--- src/rtl/fir_mac_if.sv ---
// Handshake and data bundle for the 4-tap FIR multiply-accumulate engine.
// The master drives taps, coefficients and strobes; the slave returns results.
interface fir_mac_if;
    logic        start;
    logic [7:0]  x0;
    logic [7:0]  x1;
    logic [7:0]  x2;
    logic [7:0]  x3;
    logic        coef_we;
    logic [1:0]  coef_addr;
    logic [7:0]  coef_data;
    logic        overrun_clr;
    logic [17:0] y_out;
    logic        y_valid;
    logic        busy;
    logic        overrun;

    modport master (
        output start, x0, x1, x2, x3,
        output coef_we, coef_addr, coef_data, overrun_clr,
        input  y_out, y_valid, busy, overrun
    );

    modport slave (
        input  start, x0, x1, x2, x3,
        input  coef_we, coef_addr, coef_data, overrun_clr,
        output y_out, y_valid, busy, overrun
    );
endinterface

--- src/rtl/fir_mac_engine.sv ---
// Sequential 4-tap FIR engine: one multiply-accumulate per cycle,
// result pulse 4 cycles after start, sticky overrun on ignored starts.
module fir_mac_engine (
    input  logic      clk,
    input  logic      rst,
    fir_mac_if.slave  bus
);
    typedef enum logic {IDLE, MAC} state_t;

    state_t              state;
    state_t              state_nxt;
    logic [1:0]          k;
    logic signed [17:0]  acc;
    logic signed [17:0]  acc_nxt;
    logic [17:0]         y_q;
    logic                yv_q;
    logic                ov_q;
    logic [7:0]          coef [4];
    logic [7:0]          xs [4];
    logic [7:0]          cs [4];
    logic signed [16:0]  tap_s;
    logic signed [16:0]  coef_s;
    logic signed [16:0]  prod;

    // Taps are unsigned, so zero-extend; coefficients are sign-extended.
    assign tap_s   = {9'b0, xs[k]};
    assign coef_s  = {{9{cs[k][7]}}, cs[k]};
    assign prod    = tap_s * coef_s;
    assign acc_nxt = acc + {prod[16], prod};

    always_comb begin
        state_nxt = state;
        case (state)
            IDLE:    if (bus.start) state_nxt = MAC;
            MAC:     if (k == 2'd3) state_nxt = IDLE;
            default: state_nxt = IDLE;
        endcase
    end

    always_ff @(posedge clk) begin
        if (rst) begin
            state <= IDLE;
        end else begin
            state <= state_nxt;
        end
    end

    always_ff @(posedge clk) begin
        if (rst) begin
            k    <= '0;
            acc  <= '0;
            y_q  <= '0;
            yv_q <= 1'b0;
            ov_q <= 1'b0;
            for (int i = 0; i < 4; i++) begin
                coef[i] <= '0;
                xs[i]   <= '0;
                cs[i]   <= '0;
            end
        end else begin
            yv_q <= 1'b0;
            // Snapshot below reads coef before this write lands.
            if (bus.coef_we) coef[bus.coef_addr] <= bus.coef_data;
            if (bus.start && state == MAC) ov_q <= 1'b1;
            else if (bus.overrun_clr)      ov_q <= 1'b0;
            if (state == IDLE) begin
                if (bus.start) begin
                    xs[0] <= bus.x0;
                    xs[1] <= bus.x1;
                    xs[2] <= bus.x2;
                    xs[3] <= bus.x3;
                    for (int i = 0; i < 4; i++) cs[i] <= coef[i];
                    acc <= '0;
                    k   <= '0;
                end
            end else begin
                acc <= acc_nxt;
                k   <= k + 2'd1;
                if (k == 2'd3) begin
                    y_q  <= acc_nxt;
                    yv_q <= 1'b1;
                end
            end
        end
    end

    assign bus.busy    = (state == MAC);
    assign bus.y_out   = y_q;
    assign bus.y_valid = yv_q;
    assign bus.overrun = ov_q;
endmodule
--- src/flat_wrapper.sv ---
// flat-port wrapper written by rule: the top's interface ports become plain ports
module fir_mac_engine_flat 
  (clk, rst, bus_start, bus_x0, bus_x1, bus_x2, bus_x3, bus_coef_we, bus_coef_addr, bus_coef_data, bus_overrun_clr, bus_y_out, bus_y_valid, bus_busy, bus_overrun);
  fir_mac_if bus_i ();
  input  logic clk;
  input  logic rst;
  input wire logic [$bits(bus_i.start)-1:0] bus_start;
  input wire logic [$bits(bus_i.x0)-1:0] bus_x0;
  input wire logic [$bits(bus_i.x1)-1:0] bus_x1;
  input wire logic [$bits(bus_i.x2)-1:0] bus_x2;
  input wire logic [$bits(bus_i.x3)-1:0] bus_x3;
  input wire logic [$bits(bus_i.coef_we)-1:0] bus_coef_we;
  input wire logic [$bits(bus_i.coef_addr)-1:0] bus_coef_addr;
  input wire logic [$bits(bus_i.coef_data)-1:0] bus_coef_data;
  input wire logic [$bits(bus_i.overrun_clr)-1:0] bus_overrun_clr;
  output wire logic [$bits(bus_i.y_out)-1:0] bus_y_out;
  output wire logic [$bits(bus_i.y_valid)-1:0] bus_y_valid;
  output wire logic [$bits(bus_i.busy)-1:0] bus_busy;
  output wire logic [$bits(bus_i.overrun)-1:0] bus_overrun;
  assign bus_i.start = bus_start;
  assign bus_i.x0 = bus_x0;
  assign bus_i.x1 = bus_x1;
  assign bus_i.x2 = bus_x2;
  assign bus_i.x3 = bus_x3;
  assign bus_i.coef_we = bus_coef_we;
  assign bus_i.coef_addr = bus_coef_addr;
  assign bus_i.coef_data = bus_coef_data;
  assign bus_i.overrun_clr = bus_overrun_clr;
  assign bus_y_out = bus_i.y_out;
  assign bus_y_valid = bus_i.y_valid;
  assign bus_busy = bus_i.busy;
  assign bus_overrun = bus_i.overrun;
  fir_mac_engine u_core (.clk(clk), .rst(rst), .bus(bus_i));
endmodule
--- config.mk ---
export PLATFORM = sky130hd
export DESIGN_NAME = fir_mac_engine_flat
export DESIGN_NICKNAME = d
export VERILOG_FILES = /design/src/rtl/fir_mac_if.sv /design/src/rtl/fir_mac_engine.sv /design/src/flat_wrapper.sv
export SDC_FILE = /design/constraint.sdc
export NUM_CORES = 1
export LEC_CHECK = 0
export ABC_AREA = 1
export CAP_MARGIN = 20
export CORE_MARGIN = 2
export CORE_UTILIZATION = 45
export CTS_BUF_LIST = sky130_fd_sc_hd__clkbuf_16
export DETAILED_ROUTE_END_ITERATION = 8
export SLEW_MARGIN = 20
export SYNTH_ARGS = -nofsm -noshare
export SYNTH_HDL_FRONTEND = slang
export SYNTH_SLANG_ARGS = --single-unit
--- constraint.sdc ---
create_clock -name clk -period 15.1 [get_ports clk]
set_input_delay 3.02 -clock clk [delete_from_list [all_inputs] [get_ports clk]]
set_output_delay 3.02 -clock clk [all_outputs]
set_load 0.05 [all_outputs]
==> run summary <==
Hpwl dp = 13.99 mm
WHS Path Cells = 2
Diodes inserted = 0
Hold WS = 0.4526 ns
Iter 0 DRT Violations = 342
Final worst slack = 7.881 ns
Residual overflow from global routing = 0
Maximum clock frequency = 138.5 MHz
Tot Pwr = 1.380 mW
CTS tree = done
Area Overhead vs Synth = 17.66%
Post-synth cell types = 44
Largest net degree at the start of global routing = 65
Num rows = 51
Post-Syn Area = 0.008755 mm^2
Hold-fix buffers, CTS = 0
Final hold violations = 0
Worst reg-to-reg setup slack = 7.88 ns
CTS buffer count = 17
First-pass GRT wire length = 30.17 mm
CORE AREA = 0.01927 mm^2
Avg Cell Area, Syn = 8.816 um^2
Main synth FF type = edfxtp_1
Gpl congestion = 0.9387
DRT Wirelength = 18.39 mm
Residual DRC = 0
Worst slew pin tran = 1.051 ns
Synth Net Count = 1,139
Final setup violating endpoints = 0
Post-synth EDFFs = 96
Number of max-cap violations = 0
Ys async rst share = 0%
Final period util = 47.81%
Hold Path Sink = u_core.bus.y_out[12]
Vias per inst = 4.770
Post-CTS setup buffers = 0
Peak supply drop = 0.1031 mV
Pre-CTS WS = 7.969 ns
Chip width = 143.5 um
Avg WL per Cell = 13.75 um
Antenna violations before repair = 0
Reg2reg path depth = 28
Router iterations before antenna repair = 5
Fin crit period = 7.219 ns
Top-level port count = 68
Gr usage total = 18.93%
Reg2reg end = u_core.acc[16]
Clock root buffer master = clkbuf_16
Synthesized instance count = 993
CP max FO = 33
Synthesis-stage register bit count = 139
Final Max Tran Viols = 0
Slew HR = 29.83%
Setup Skew = 0.01622 ns
Register area share after synthesis = 42.76%
Clk pin slew, worst setup/hold paths = 0.07 ns
Status = finished, final reports clean
Later-pin clock latency in the skew report = 0.44 ns
Vias in the first global route = 6,018
PwrDens = 134.0 mW/mm^2
DIE AREA = 0.02059 mm^2
Leak Pwr = 4.818 nW
Vias = 6,377
PortBufs = 67
RSZ-0062 raised after global routing = false
Worst path slowest cell = dfxtp_1
Clock Tree Buf Depth = 2
Clock sinks = 139
Kind of critical path = reg2reg
Hold Crit Class = reg2reg
H-tree levels = 4
Die Ht = 143.5 um
Critical Path Source Type = flop
DRT antenna net count = 0
Largest stage delay on the critical path = 1.02 ns
Synth warnings = 0
Critical path capture point type = flop
Hold Crit Start = u_core.bus.y_out[12]
Worst Path Arrival = 7.58 ns
Post-layout util = 53.45%
Fraction of layout cells with a size suffix above 1 = 7.836%
Initial core utilization = 45.43%
Post_cts resized = 0
Filler cells = 1,782
Required time of the critical path = 15.46 ns
Setup TNS = 0 ns
Nets = 1,205
-- how the worst max path moves through the flow --
stage,end,cells after the start
finish,u_core.acc[16],28
global route,u_core.acc[16],28
CTS,u_core.acc[16],28
detailed placement,u_core.acc[16],27
global placement,u_core.acc[16],27
floorplan,u_core.acc[16],28
-- per-stage QoR --
step	cells	area, um^2
after global routing	1337	10300
after global placement	1305	9677
after CTS	1337	10300
after detailed placement	1305	9679
after floorplan	993	8755
final	1337	10300
-- flip-flops by register name (all words and copies together) (netlist names), named ones only --
name,flops
u_core.coef,32
u_core.cs,32
u_core.xs,32
u_core.acc,18
u_core.bus.y_out,18
u_core.k,2
u_core.bus.busy,1
u_core.bus.overrun,1
u_core.bus.y_valid,1
-- metal layers --
| layer | global-route usage [%] | routed length (um) | up-vias |
|---|---|---|---|
| met5 | 0 | 0 | - |
| met4 | 6.295 | 276 | 0 |
| met3 | 3.865 | 568 | 22 |
| met2 | 28.80 | 8486 | 93 |
| met1 | 27.08 | 9053 | 2963 |
| li1 | - | - | 3299 |
-- critical path, delay by kind of cell, from the launching register on --
family | cells | cell delay (ns)
and+or+nand+nor | 8 | 0.76
buffers and inverters | 5 | 0.93
AOI/OAI and AO/OA | 8 | 1.44
DFF | 1 | 1.02
adders and majority gates | 6 | 2.80
xor gates and xnor gates | 1 | 0.16
-- cells in the final DEF (no fill, tap or decap), drive strengths merged --
cell	netlist	layout
o21bai	4	4
buf	21	6
a32oi	15	15
xnor2	8	8
clkdlybuf4s50	0	67
a21boi	1	1
a211oi	2	2
xor2	10	10
ha	61	61
or2	4	4
o31ai	2	2
nand4	4	4
and3	1	1
nand3b	1	1
clkbuf	5	17
a31oi	2	2
nor2	163	163
a22o	6	6
clkinvlp	0	1
nand2	190	190
a32o	2	2
dfxtp	43	43
nand3	38	38
edfxtp	96	96
nor3	12	12
clkinv	2	6
o21ai	9	9
a21o	3	3
bufinv	0	1
fa	38	38
inv	189	198
a21oi	61	61
-- power breakdown --
part / internal [mW] / leakage (nW) / switching [mW]
combinational: 0.180 / 3.16 / 0.312
sequential: 0.440 / 1.35 / 0.0146
clock: 0.240 / 0.301 / 0.193
total: 0.860 / 4.82 / 0.520
-- cell usage after synthesis (all sizes together), types with 10 or more instances --
cell,n,share of area (%)
dfxtp,43,9.8
inv,189,8.1
nand2,190,8.5
fa,38,8.7
buf,21,1.3
a21oi,61,4.1
nand3,38,2.7
ha,61,8.7
a32oi,15,1.6
xor2,10,1.1
nor3,12,0.69
nor2,163,7.0
edfxtp,96,33
-- final cells by class --
type | count | area, um^2 | area share (%)
Sequential cell | 139 | 3744 | 36.34
Multi-Input combinational cell | 637 | 4172 | 40.50
Clock inverter | 15 | 196.4 | 1.907
Clock buffer | 17 | 425.4 | 4.130
Tap cell | 265 | 331.6 | 3.219
Inverter | 191 | 716.9 | 6.960
Timing Repair Buffer | 73 | 715.7 | 6.948
-- cells by family after synthesis --
family	Yosys count	synth area share [%]
compound gates	107	8.532
xor+xnor	18	1.887
simple gates	413	19.68
fa+ha+maj	99	17.41
flops	139	42.76
buf+inv	217	9.733
(Power assumes the default switching activity.)
